<file path="config.mk">
export PLATFORM = sky130hd
export DESIGN_NAME = mult_cmd_sequencer_flat
export DESIGN_NICKNAME = d
export VERILOG_FILES = /design/src/rtl/mult_cmd_sequencer_if.sv /design/src/rtl/mult_cmd_sequencer.sv /design/src/flat_wrapper.sv
export SDC_FILE = /design/constraint.sdc
export NUM_CORES = 1
export LEC_CHECK = 0
export CORE_MARGIN = 2
export CORE_UTILIZATION = 45
export DETAILED_ROUTE_END_ITERATION = 10
export PLACE_DENSITY = 0.74
export SYNTH_ARGS = -nofsm -noshare
export SYNTH_HDL_FRONTEND = slang
export SYNTH_SLANG_ARGS = --single-unit
</file>
<file path="constraint.sdc">
create_clock -name clk_i -period 5.5 [get_ports clk_i]
set_input_delay 1.1 -clock clk_i [delete_from_list [all_inputs] [get_ports clk_i]]
set_output_delay 1.1 -clock clk_i [all_outputs]
set_load 0.05 [all_outputs]
</file>
<file path="src/rtl/mult_cmd_sequencer_if.sv">
// Command, multiplier and response signals of the Booth multiplier front-end.
// slave is the sequencer side; master is the command source / multiplier / consumer side.
interface mult_cmd_sequencer_if #(
  parameter int TAG_W = 4
);
  logic             cmd_valid;
  logic             cmd_ready;
  logic [15:0]      cmd_a;
  logic [15:0]      cmd_b;
  logic [1:0]       cmd_mode;
  logic [TAG_W-1:0] cmd_tag;

  logic [15:0]      mul_multiplicand;
  logic [15:0]      mul_multiplier;
  logic [1:0]       mul_cm;
  logic             mul_enable;
  logic [31:0]      mul_product;
  logic             mul_valid;

  logic             rsp_valid;
  logic             rsp_ready;
  logic [31:0]      rsp_product;
  logic [TAG_W-1:0] rsp_tag;
  logic [1:0]       rsp_err;

  modport slave (
    input  cmd_valid, cmd_a, cmd_b, cmd_mode, cmd_tag,
    input  mul_product, mul_valid,
    input  rsp_ready,
    output cmd_ready,
    output mul_multiplicand, mul_multiplier, mul_cm, mul_enable,
    output rsp_valid, rsp_product, rsp_tag, rsp_err
  );

  modport master (
    output cmd_valid, cmd_a, cmd_b, cmd_mode, cmd_tag,
    output mul_product, mul_valid,
    output rsp_ready,
    input  cmd_ready,
    input  mul_multiplicand, mul_multiplier, mul_cm, mul_enable,
    input  rsp_valid, rsp_product, rsp_tag, rsp_err
  );
endinterface

</file>
<file path="src/rtl/mult_cmd_sequencer.sv">
// Queues multiplier commands, issues one at a time with stable operands, and returns
// product + tag + error code; handles illegal mode, multiplier timeout and data_valid drain.
module mult_cmd_sequencer #(
  parameter int FIFO_DEPTH  = 2,
  parameter int TAG_W       = 4,
  parameter int TIMEOUT_CYC = 64
) (
  input  logic clk_i,
  input  logic reset_i,
  output logic busy_o,
  mult_cmd_sequencer_if.slave bus
);
  localparam int PTR_W = $clog2(FIFO_DEPTH);
  localparam int CNT_W = $clog2(FIFO_DEPTH + 1);
  localparam int TMO_W = $clog2(TIMEOUT_CYC);
  localparam int ENT_W = 34 + TAG_W;
  localparam logic [CNT_W-1:0] FULL_CNT = CNT_W'(FIFO_DEPTH);
  localparam logic [TMO_W-1:0] TMO_LAST = TMO_W'(TIMEOUT_CYC - 1);

  typedef enum logic [1:0] {IDLE, WAIT, RESP, DRAIN} state_t;

  localparam logic [1:0] ERR_OK      = 2'b00;
  localparam logic [1:0] ERR_ILLEGAL = 2'b01;
  localparam logic [1:0] ERR_TIMEOUT = 2'b10;

  logic [ENT_W-1:0] fifo_mem [FIFO_DEPTH];
  logic [PTR_W-1:0] wr_ptr_reg, rd_ptr_reg;
  logic [CNT_W-1:0] count_reg, count_next;
  logic             cmd_ready_reg;

  state_t           state_reg;
  logic [TMO_W-1:0] tmo_reg;
  logic [15:0]      multiplicand_reg, multiplier_reg;
  logic [1:0]       cm_reg;
  logic             enable_reg;
  logic             rsp_valid_reg;
  logic [31:0]      product_reg;
  logic [TAG_W-1:0] tag_reg;
  logic [1:0]       err_reg;

  logic             push, pop;
  logic [ENT_W-1:0] head;
  logic [15:0]      head_a, head_b;
  logic [1:0]       head_mode;
  logic [TAG_W-1:0] head_tag;

  assign push = bus.cmd_valid && cmd_ready_reg;
  assign pop  = (state_reg == IDLE) && (count_reg != '0);
  assign head = fifo_mem[rd_ptr_reg];
  assign {head_a, head_b, head_mode, head_tag} = head;

  always_comb begin
    count_next = count_reg;
    if (push && !pop) begin
      count_next = count_reg + 1'b1;
    end else if (pop && !push) begin
      count_next = count_reg - 1'b1;
    end
  end

  // Storage carries no reset; validity is tracked by count_reg alone.
  always_ff @(posedge clk_i) begin
    if (push) begin
      fifo_mem[wr_ptr_reg] <= {bus.cmd_a, bus.cmd_b, bus.cmd_mode, bus.cmd_tag};
    end
  end

  always_ff @(posedge clk_i) begin
    if (reset_i) begin
      wr_ptr_reg       <= '0;
      rd_ptr_reg       <= '0;
      count_reg        <= '0;
      cmd_ready_reg    <= 1'b1;
      state_reg        <= IDLE;
      tmo_reg          <= '0;
      multiplicand_reg <= '0;
      multiplier_reg   <= '0;
      cm_reg           <= '0;
      enable_reg       <= 1'b0;
      rsp_valid_reg    <= 1'b0;
      product_reg      <= '0;
      tag_reg          <= '0;
      err_reg          <= ERR_OK;
    end else begin
      if (push) wr_ptr_reg <= wr_ptr_reg + 1'b1;
      if (pop)  rd_ptr_reg <= rd_ptr_reg + 1'b1;
      count_reg     <= count_next;
      // Ready follows the next count, so a full FIFO never accepts even while popping.
      cmd_ready_reg <= (count_next != FULL_CNT);

      case (state_reg)
        IDLE: begin
          if (pop) begin
            multiplicand_reg <= head_a;
            multiplier_reg   <= head_b;
            cm_reg           <= head_mode;
            tag_reg          <= head_tag;
            if (head_mode == 2'b11) begin
              enable_reg    <= 1'b0;
              product_reg   <= '0;
              err_reg       <= ERR_ILLEGAL;
              rsp_valid_reg <= 1'b1;
              state_reg     <= RESP;
            end else begin
              enable_reg <= 1'b1;
              tmo_reg    <= '0;
              state_reg  <= WAIT;
            end
          end
        end
        WAIT: begin
          tmo_reg <= tmo_reg + 1'b1;
          if (bus.mul_valid) begin
            product_reg   <= bus.mul_product;
            err_reg       <= ERR_OK;
            enable_reg    <= 1'b0;
            rsp_valid_reg <= 1'b1;
            state_reg     <= RESP;
          end else if (tmo_reg == TMO_LAST) begin
            product_reg   <= '0;
            err_reg       <= ERR_TIMEOUT;
            enable_reg    <= 1'b0;
            rsp_valid_reg <= 1'b1;
            state_reg     <= RESP;
          end
        end
        RESP: begin
          if (bus.rsp_ready) begin
            rsp_valid_reg <= 1'b0;
            if (err_reg == ERR_ILLEGAL) begin
              state_reg <= IDLE;
            end else begin
              tmo_reg   <= '0;
              state_reg <= DRAIN;
            end
          end
        end
        DRAIN: begin
          // Wait for the multiplier's data_valid to fall before the next issue.
          tmo_reg <= tmo_reg + 1'b1;
          if (!bus.mul_valid || tmo_reg == TMO_LAST) begin
            state_reg <= IDLE;
          end
        end
        default: state_reg <= IDLE;
      endcase
    end
  end

  assign bus.cmd_ready        = cmd_ready_reg;
  assign bus.mul_multiplicand = multiplicand_reg;
  assign bus.mul_multiplier   = multiplier_reg;
  assign bus.mul_cm           = cm_reg;
  assign bus.mul_enable       = enable_reg;
  assign bus.rsp_valid        = rsp_valid_reg;
  assign bus.rsp_product      = product_reg;
  assign bus.rsp_tag          = tag_reg;
  assign bus.rsp_err          = err_reg;
  assign busy_o               = (state_reg != IDLE) || (count_reg != '0);
endmodule

</file>
<file path="src/flat_wrapper.sv">
// flat-port wrapper written by rule: the top's interface ports become plain ports
module mult_cmd_sequencer_flat 
#(
  parameter int FIFO_DEPTH  = 2,
  parameter int TAG_W       = 4,
  parameter int TIMEOUT_CYC = 64
)
  (clk_i, reset_i, busy_o, bus_cmd_valid, bus_cmd_a, bus_cmd_b, bus_cmd_mode, bus_cmd_tag, bus_mul_product, bus_mul_valid, bus_rsp_ready, bus_cmd_ready, bus_mul_multiplicand, bus_mul_multiplier, bus_mul_cm, bus_mul_enable, bus_rsp_valid, bus_rsp_product, bus_rsp_tag, bus_rsp_err);
  mult_cmd_sequencer_if #(.TAG_W(TAG_W)) bus_i ();
  input  logic clk_i;
  input  logic reset_i;
  output logic busy_o;
  input wire logic [$bits(bus_i.cmd_valid)-1:0] bus_cmd_valid;
  input wire logic [$bits(bus_i.cmd_a)-1:0] bus_cmd_a;
  input wire logic [$bits(bus_i.cmd_b)-1:0] bus_cmd_b;
  input wire logic [$bits(bus_i.cmd_mode)-1:0] bus_cmd_mode;
  input wire logic [$bits(bus_i.cmd_tag)-1:0] bus_cmd_tag;
  input wire logic [$bits(bus_i.mul_product)-1:0] bus_mul_product;
  input wire logic [$bits(bus_i.mul_valid)-1:0] bus_mul_valid;
  input wire logic [$bits(bus_i.rsp_ready)-1:0] bus_rsp_ready;
  output wire logic [$bits(bus_i.cmd_ready)-1:0] bus_cmd_ready;
  output wire logic [$bits(bus_i.mul_multiplicand)-1:0] bus_mul_multiplicand;
  output wire logic [$bits(bus_i.mul_multiplier)-1:0] bus_mul_multiplier;
  output wire logic [$bits(bus_i.mul_cm)-1:0] bus_mul_cm;
  output wire logic [$bits(bus_i.mul_enable)-1:0] bus_mul_enable;
  output wire logic [$bits(bus_i.rsp_valid)-1:0] bus_rsp_valid;
  output wire logic [$bits(bus_i.rsp_product)-1:0] bus_rsp_product;
  output wire logic [$bits(bus_i.rsp_tag)-1:0] bus_rsp_tag;
  output wire logic [$bits(bus_i.rsp_err)-1:0] bus_rsp_err;
  assign bus_i.cmd_valid = bus_cmd_valid;
  assign bus_i.cmd_a = bus_cmd_a;
  assign bus_i.cmd_b = bus_cmd_b;
  assign bus_i.cmd_mode = bus_cmd_mode;
  assign bus_i.cmd_tag = bus_cmd_tag;
  assign bus_i.mul_product = bus_mul_product;
  assign bus_i.mul_valid = bus_mul_valid;
  assign bus_i.rsp_ready = bus_rsp_ready;
  assign bus_cmd_ready = bus_i.cmd_ready;
  assign bus_mul_multiplicand = bus_i.mul_multiplicand;
  assign bus_mul_multiplier = bus_i.mul_multiplier;
  assign bus_mul_cm = bus_i.mul_cm;
  assign bus_mul_enable = bus_i.mul_enable;
  assign bus_rsp_valid = bus_i.rsp_valid;
  assign bus_rsp_product = bus_i.rsp_product;
  assign bus_rsp_tag = bus_i.rsp_tag;
  assign bus_rsp_err = bus_i.rsp_err;
  mult_cmd_sequencer #(.FIFO_DEPTH(FIFO_DEPTH), .TAG_W(TAG_W), .TIMEOUT_CYC(TIMEOUT_CYC)) u_core (.clk_i(clk_i), .reset_i(reset_i), .busy_o(busy_o), .bus(bus_i));
endmodule
</file>
==> metrics.md, run 1 <==
| Metric | Value |
|---|---|
| Register area share after synthesis | `67.22%` |
| Hold Path Stages | `1` |
| Final Cycle Share | `61.82%` |
| Iteration-0 DRC count of the detailed router | `150` |
| Worst Max-Slew Pin Slew | `1.110 ns` |
| WP data required | `4.40 ns` |
| CTS tree | `yes` |
| Layout area overhead | `36.04%` |
| Setup CP Type | `reg -> out` |
| Final Max Slew Viols | `0` |
| WL/cell | `16.28 um` |
| Worst-case clock skew | `0.008806 ns` |
| Clock-pin transition on the worst setup and hold timing paths | `0.06 ns` |
| Worst setup SP type | `flip-flop` |
| Layout cells sized above 1 | `10.85%` |
| Mapped Area | `0.006016 mm^2` |
| Post-synthesis cell count | `432` |
| H-tree depth | `4` |
| Grt total ovfl | `0` |
| FP Rows | `42` |
| Critical Path End Type | `output pin` |
| First-pass GRT wire length | `19980 um` |
| RSZ-0062 raised after global routing | `no` |
| Hold Crit Class | `reg -> reg` |
| Final Instance Area | `0.008184 mm^2` |
| Rel. slew slack | `25.85%` |
| Final hold vios | `0` |
| Boundary pin count | `151` |
| Hold Buf Count CTS | `0` |
| Max reg flops | `76` |
| Yosys warnings | `0` |
| Vias | `3950` |
| CTS buffer count | `17` |
| Pleak | `2.861 nW` |
| Worst R2R Path Depth | `6` |
| CTS Buffer Depth | `2` |
| Share of the synthesized area in the top cell type | `37.94%` |
| Synth cell types | `43` |
| Vias in the first global route | `3944` |
| GRT Total Usage | `17.93%` |
| Initial Util | `45.79%` |
| Post-layout nets | `654` |
| IO Port Bufs | `150` |
| DRT antenna net count | `0` |
| # Max-Cap Violations | `0` |
| Core ar. | `0.01314 mm^2` |
| Via/cell ratio | `5.157` |
| Die ar. | `0.01431 mm^2` |
| CP max FO | `19` |
| GPL Wtd Cong | `0.7748` |
| Largest register by flop count | `u_core.fifo_mem` |
| Final setup viols | `0` |
| Worst Path Arrival | `2.30 ns` |
| Post-Place Cell Area | `0.007599 mm^2` |
| VDD IR max | `355.6 uV` |
| Setup_tns | `0 ns` |
| DRC Markers | `0` |
| #FFs+latches synth | `164` |
| WL final | `12470 um` |
| Chip Width | `119.6 um` |
| Antenna diodes | `0` |
| Syn nets | `509` |
| CTS root buffer | `clkbuf_16` |
| CTS resizes | `0` |
| Die height | `119.6 um` |
| Ranking of synthesized cells by area | `edfxtp_1, dfxtp_1, mux2i_1, a22o_1, a211oi_2` |
| Postcts setup bufs | `0` |
| Crit path time final | `3.400 ns` |
| Clk_lat worst skew | `0.42 ns` |
| Antenna violations before repair | `0` |
| DP Wirelength | `8125 um` |
| Max Clk Rate | `294.1 MHz` |
| First drt pass iteration count | `5` |
| PwrDens | `591.1 mW/mm^2` |
| Mapped Avg Cell Area | `13.93 um^2` |
| Outcome | `complete, no violations` |
| Pin count of the biggest net entering global routing | `68` |
| CTS sink cnt | `164` |
| Synth area leader | `edfxtp_1` |
[cells in the final DEF, fill, tap and decap left out, types with 4 or more instances in the layout]
cell             netlist  routed
clkdlybuf4s50_1        0     149
dfxtp_1               88      87
edfxtp_1              76      76
nor2_1                50      49
mux2i_1               38      38
a22o_1                33      33
a211oi_2              21      21
a211oi_1              18      18
clkbuf_16              0      18
nand3_1               11      11
nand2_1                8       8
inv_1                  6       6
xnor2_1                4       4
a31oi_1                4       4
a32oi_1                4       4
a21oi_1                4       4
buf_4                  6       4
[cell usage after synthesis (all sizes together)]
cell and instances:
or3 3, a21oi 4, o21ai 6, edfxtp 76
o211a 1, o21a 1, clkbuf 6, ha 2
o311ai 1, nand2b 3, a311oi 2, o21bai 1
and2 1, xnor2 4, o2bb2ai 1, a32oi 4
a21o 2, xor2 2, a22o 33, nand3 12
nor3b 1, a211oi 39, inv 6, buf 22
dfxtp 88, nand3b 1, o211ai 1, o221ai 1
nand4 1, nor2 50, nor3 4, mux2i 38
nand2 8, nor4 1, a31oi 4, and3 2
[path summary, 6_finish.rpt]
check                            start                      endpoint  slack (ns)
max                u_core.state_reg[0]                        busy_o        2.10
max reg2reg        u_core.count_reg[0]  u_core.bus.mul_multiplier[5]        3.10
min reg2reg  u_core.bus.rsp_product[7]     u_core.bus.rsp_product[7]        0.47
min          u_core.bus.rsp_product[7]     u_core.bus.rsp_product[7]        0.47
[per-stage QoR]
step                      total power, mW  hold WS, ns  setup slack (ns)  utilization (%)  std cells
after global placement              3.697       0.4558             2.256            57.84        734
after detailed placement            3.742       0.4561             2.144            57.84        734
final                               4.838       0.4711             2.100            62.30        766
after floorplan                     3.190       0.4597             2.176                -        432
after CTS                           4.878       0.4756             2.105            62.20        766
after global routing                5.075       0.4915             2.028            62.30        766
[metal layers]
metal | GRT usage, % | vias to the layer above | wire length (um)
met5 | 0 | - | 0
met4 | 7.868 | 0 | 259
met3 | 3.945 | 18 | 445
met2 | 30.79 | 95 | 6576
met1 | 21.70 | 1913 | 5187
li1 | - | 1924 | -
[power breakdown]
part	switching, mW	total, mW	internal [mW]
Combinational	1.28	1.95	0.673
Clock	0.459	1.12	0.664
Sequential	0.179	1.76	1.58
[cell families after synthesis]
group	Yosys count	synth area share [%]
compound gates	101	14.87
flops	164	67.22
xor+xnor	6	0.8735
fa+ha+maj	2	0.4159
buf+inv	34	3.348
mux	38	6.323
simple gates	87	6.947
[critical path, stage by stage (launching register included)]
cell	delay, ns
dfxtp_1	0.80
nor2_1	0.13
nand2_1	0.13
clkdlybuf4s50_1	0.82
[layout make-up]
class	instances	area [um^2]
Clock buffer	22	475.5
Clock inverter	10	97.59
Fill cell	1024	4954
Inverter	6	22.52
Multi-Input combinational cell	234	1797
Sequential cell	164	4045
Tap cell	176	220.2
Timing Repair Buffer	154	1526
Power figures use the tool's default switching activity.
==> run 2, diff against run 1 <==
CORE_UTILIZATION = 44   (was 45)
PLACE_DENSITY = 0.76   (was 0.74)
clock period = 2.75 ns   (was 5.5 ns; I/O delays follow)
==> metrics.md, run 2 (same netlist as run 1, synthesis figures left out) <==
| Metric | Value |
|---|---|
| Worst Path Arrival | `1.76 ns` |
| First-pass GRT wire length | `20190 um` |
| Final Cycle Share | `84.08%` |
| Die height | `120.9 um` |
| Commonest non-fill, non-tap cell in the layout | `clkdlybuf4s50_1` |
| Setup_tns | `0 ns` |
| Fill cells | `1023` |
| Post-Place Cell Area | `0.007666 mm^2` |
| WL final | `12960 um` |
| M1 WL | `5492 um` |
| Hold Buf Count CTS | `0` |
| Pleak | `2.902 nW` |
| Final Non-Filler Cells | `772` |
| Max reg flops | `76` |
| Clock group share of total power | `23.0%` |
| Initial Util | `45.25%` |
| Iteration-0 DRC count of the detailed router | `257` |
| DRC Markers | `0` |
| Post-layout nets | `659` |
| Final core occ | `62.07%` |
| CTS resizes | `0` |
| Clock-pin transition on the worst setup and hold timing paths | `0.07 ns` |
| FP Rows | `42` |
| Postcts setup bufs | `0` |
| PwrDens | `1186 mW/mm^2` |
| CTS buffer count | `17` |
| CP max FO | `12` |
| Combinational power share | `41.4%` |
| Max Clk Rate | `432.5 MHz` |
| Sw Share | `40.09%` |
| CTS sink cnt | `164` |
| Layout cells sized above 1 | `11.93%` |
| Chip Width | `120.9 um` |
| Tot Pwr | `9.789 mW` |
| DP Cell Count | `738` |
| DRT antenna net count | `0` |
| VDD IR max | `828.3 uV` |
| Rel. slew slack | `49.33%` |
| Hold Path Stages | `1` |
| Worst setup SP type | `flip-flop` |
| Via/cell ratio | `5.227` |
| Grt total ovfl | `0` |
| Layout area overhead | `37.19%` |
| RSZ-0062 raised after global routing | `no` |
| Psw | `3.924 mW` |
| Crit path time final | `2.312 ns` |
| H-tree depth | `4` |
| Die ar. | `0.01462 mm^2` |
| # Max-Cap Violations | `0` |
| WP data required | `2.20 ns` |
| CTS Buffer Depth | `2` |
| Antenna violations before repair | `1` |
| Internal power | `5.865 mW` |
| IO Port Bufs | `150` |
| Critical Path End Type | `output pin` |
| Crit. Startpoint | `u_core.state_reg[1]` |
| Final hold vios | `0` |
| Worst-case clock skew | `0.01019 ns` |
| CTS tree | `yes` |
| Largest register by flop count | `u_core.fifo_mem` |
| Worst Max-Slew Pin Slew | `0.7600 ns` |
| Setup CP Type | `reg -> out` |
| Hold endpoint | `u_core.bus.rsp_product[30]` |
| Pin count of the biggest net entering global routing | `56` |
| Flop-to-flop setup slack | `0.96 ns` |
| Final setup viols | `0` |
| First drt pass iteration count | `4` |
| Hold Crit Class | `reg -> reg` |
| Top Metal Used | `met4` |
| Clk_lat worst skew | `0.42 ns` |
| Final Max Slew Viols | `0` |
| Vias in the first global route | `4063` |
| Reg2Reg Capture Point | `u_core.state_reg[1]` |
| Seq pwr share | `35.6%` |
| Outcome | `complete, no violations` |
| WL/cell | `16.78 um` |
| FF-to-FF Start | `u_core.count_reg[0]` |
| Final Instance Area | `0.008253 mm^2` |
| GRT Total Usage | `18.09%` |
| Hold_sp | `u_core.bus.rsp_product[30]` |
| GPL Wtd Cong | `0.9006` |
| Worst R2R Path Depth | `7` |
| DP Wirelength | `8510 um` |
| Most frequent cells in the layout | `clkdlybuf4s50_1, dfxtp_1, edfxtp_1` |
| Core ar. | `0.01330 mm^2` |
| Vias | `4035` |
| Met2 wire length | `6398 um` |
| Met3 Routed Length | `797 um` |
| CTS root buffer | `clkbuf_16` |
| Boundary pin count | `151` |
-- run 2: changes by cell type in the layout (fill, tap and decap cells not counted), sizes merged --
| cell | delta |
|---|---|
| buf | +5 |
| dlymetal6s2s | +1 |
| clkinv | +1 |
| clkbuf | -3 |
| diode | +1 |
| clkdlybuf4s50 | -1 |
| inv | +2 |
-- run 2: how the worst max path moves through the flow --
stage | slack [ns] | endpoint | depth (start not counted)
floorplan | 0.39 | u_core.fifo_mem[0][0] | 2
global placement | 0.12 | u_core.bus.rsp_err[1] | 5
detailed placement | 0.03 | u_core.bus.rsp_product[25] | 5
CTS | 0.06 | busy_o | 4
global route | 0.33 | busy_o | 3
finish | 0.44 | busy_o | 3
-- run 2: critical path: stages (launching register included) --
cell and delay [ns]:
dfxtp_1 0.62, nor2_1 0.14, nand2_1 0.14, dlymetal6s2s_1 0.44
-- run 2: power by group through the flow --
stage	clock (mW)	combinational [mW]	sequential [mW]
2_1_floorplan	0	1.64	4.74
5_1_grt	2.41	4.28	3.56
3_5_place_dp	0	4.05	3.53
4_1_cts	2.30	4.06	3.49
6_report	2.26	4.05	3.48
3_3_place_gp	0	3.96	3.50
-- run 2: area by class of cell --
class / count / area, um^2 / area share (%)
antenna: 1 / 2.502 / 0.03032
clock buffer: 19 / 442.9 / 5.367
clock inverter: 13 / 123.9 / 1.501
inverter: 6 / 22.52 / 0.2729
multi-input combinational: 234 / 1784 / 21.62
sequential: 164 / 4045 / 49.01
tap: 176 / 220.2 / 2.668
timing repair buffer: 159 / 1612 / 19.53
-- run 2: routing by layer --
layer  global-route usage, %  vias up
met1                   21.71     1957
met3                   6.109       23
met5                       0        -
met2                   29.63      121
met4                   7.776        0
li1                        -     1934
-- run 2: metrics by stage --
stage / setup WS [ns] / hold WS [ns]
after global placement: 0.1222 / 0.4542
after detailed placement: 0.03455 / 0.4562
after floorplan: 0.3881 / 0.4597
final: 0.4377 / 0.4745
after CTS: 0.06226 / 0.4766
after global routing: 0.3337 / 0.4852
==> run 3, diff against run 2 <==
CORE_UTILIZATION = 45   (was 44)
PLACE_DENSITY = 0.74   (was 0.76)
clock period = 2.2 ns   (was 2.75 ns; I/O delays follow)
==> metrics.md, run 3 (same netlist as run 1, synthesis figures left out) <==
| Metric | Value |
|---|---|
| Worst setup SP type | `flip-flop` |
| Final Max Slew Viols | `0` |
| Top delay family on crit path | `buffers and inverters` |
| DRC Markers | `0` |
| PwrDens | `1496 mW/mm^2` |
| Iteration-0 DRC count of the detailed router | `214` |
| Layout cells sized above 1 | `12.37%` |
| Antenna diodes | `0` |
| Worst Max-Slew Pin Slew | `0.7215 ns` |
| Max Clk Rate | `481.6 MHz` |
| Boundary pin count | `151` |
| VDD IR max | `697.2 uV` |
| DP Wirelength | `8371 um` |
| CTS Buffer Depth | `2` |
| Pin count of the biggest net entering global routing | `54` |
| WP buf/inv | `1` |
| Post-layout nets | `662` |
| Die height | `119.6 um` |
| Clock-pin transition on the worst setup and hold timing paths | `0.06 ns` |
| Setup_tns | `0 ns` |
| Crit. Startpoint | `u_core.bus.rsp_err[0]` |
| Pleak | `2.941 nW` |
| Clk_lat worst skew | `0.42 ns` |
| Worst Setup EP | `bus_rsp_err[0]` |
| Commonest non-fill, non-tap cell in the layout | `clkdlybuf4s50_1` |
| WL/cell | `16.28 um` |
| Worst Path Arrival | `1.64 ns` |
| Outcome | `complete, no violations` |
| Via/cell ratio | `5.168` |
| FP Rows | `42` |
| Hold Buf Count CTS | `0` |
| CTS buffer count | `17` |
| Max reg flops | `76` |
| WP depth | `1` |
| CTS tree | `yes` |
| Fill cells | `995` |
| Initial Util | `45.79%` |
| Die ar. | `0.01431 mm^2` |
| Critical Path End Type | `output pin` |
| First-pass GRT wire length | `20260 um` |
| GPL Wtd Cong | `0.7947` |
| WP data required | `1.76 ns` |
| # Max-Cap Violations | `0` |
| Chip Width | `119.6 um` |
| Final setup viols | `0` |
| First drt pass iteration count | `4` |
| Slowest cell on crit path | `clkdlybuf4s50_1` |
| H-tree depth | `4` |
| Setup CP Type | `reg -> out` |
| Flop-to-flop setup slack | `0.32 ns` |
| IO Port Bufs | `150` |
| Vias | `4000` |
| WL final | `12600 um` |
| CP max FO | `3` |
| Reg2Reg Capture Point | `u_core.bus.mul_multiplicand[6]` |
| Layout area overhead | `38.77%` |
| Most frequent cells in the layout | `clkdlybuf4s50_1, dfxtp_1, edfxtp_1` |
| Tot Pwr | `12.49 mW` |
| Rel. slew slack | `51.90%` |
| FF-to-FF Start | `u_core.count_reg[0]` |
| Worst-case clock skew | `0.008100 ns` |
| Worst R2R Path Depth | `7` |
| Hold Crit Class | `in -> reg` |
| RSZ-0062 raised after global routing | `no` |
| Postcts setup bufs | `0` |
| Final core occ | `63.54%` |
| Final Cycle Share | `94.38%` |
| DRT antenna net count | `0` |
| Max incr delay on CP | `0.85 ns` |
| CTS sink cnt | `164` |
| Largest register by flop count | `u_core.fifo_mem` |
| GRT Total Usage | `18.30%` |
| Grt total ovfl | `0` |
| Crit path time final | `2.076 ns` |
| CTS root buffer | `clkbuf_16` |
| Crit-path cells | `clkdlybuf4s50_1` |
| CTS resizes | `0` |
| Core ar. | `0.01314 mm^2` |
| Antenna violations before repair | `0` |
| Vias in the first global route | `4055` |
| Final hold vios | `0` |
## run 3: cell count changes in the layout (fill, tap and decap cells not counted)
cell            change
bufinv_16           +1
buf_12              +6
clkinvlp_4          -1
clkinv_1            +1
buf_8               -1
dlymetal6s2s_1      -1
buf_4               -1
clkbuf_8            -1
diode_2             -1
## run 3: worst min-delay path by stage
stage	start	depth (start not counted)	to	slack, ns
6_report	reset_i	3	u_core.bus.rsp_err[1]	0.44
5_1_grt	reset_i	3	u_core.bus.rsp_err[1]	0.43
4_1_cts	reset_i	3	u_core.bus.rsp_err[1]	0.42
3_5_place_dp	u_core.bus.rsp_product[13]	1	u_core.bus.rsp_product[13]	0.46
3_3_place_gp	u_core.bus.rsp_product[21]	1	u_core.bus.rsp_product[21]	0.46
2_1_floorplan	u_core.count_reg[0]	1	u_core.bus.cmd_ready	0.46
## run 3: routing by layer
layer  track usage [%]  vias up  routed length (um)
li1                  -     1935                   -
met1             21.05     1971                5254
met2             32.68       78                6738
met3             5.418       16                 430
met4             5.809        0                 180
met5                 0        -                   0
## run 3: final cells by class
cell class | count | area (um^2) | area share, %
Timing Repair Buffer | 162 | 1697 | 20.32
Clock buffer | 18 | 429.2 | 5.141
Clock inverter | 14 | 150.1 | 1.799
Inverter | 6 | 22.52 | 0.2698
Sequential cell | 164 | 4045 | 48.46
Multi-Input combinational cell | 234 | 1784 | 21.37
Tap cell | 176 | 220.2 | 2.638
## run 3: power by group
part | internal (mW) | switching [mW]
clock network | 1.68 | 1.18
logic | 1.96 | 3.31
registers | 3.95 | 0.408
## run 3: stage by stage
| step | instance area, um^2 | setup slack (ns) | hold slack [ns] | std cells |
|---|---|---|---|---|
| 6_report | 8348 | 0.1236 | 0.4406 | 774 |
| 2_1_floorplan | 6023 | 0.08742 | 0.4597 | 432 |
| 3_3_place_gp | 7769 | 0.2788 | 0.4569 | 742 |
| 4_1_cts | 8348 | 0.1109 | 0.4216 | 774 |
| 3_5_place_dp | 7769 | 0.2316 | 0.4588 | 742 |
| 5_1_grt | 8348 | 0.02347 | 0.4344 | 774 |
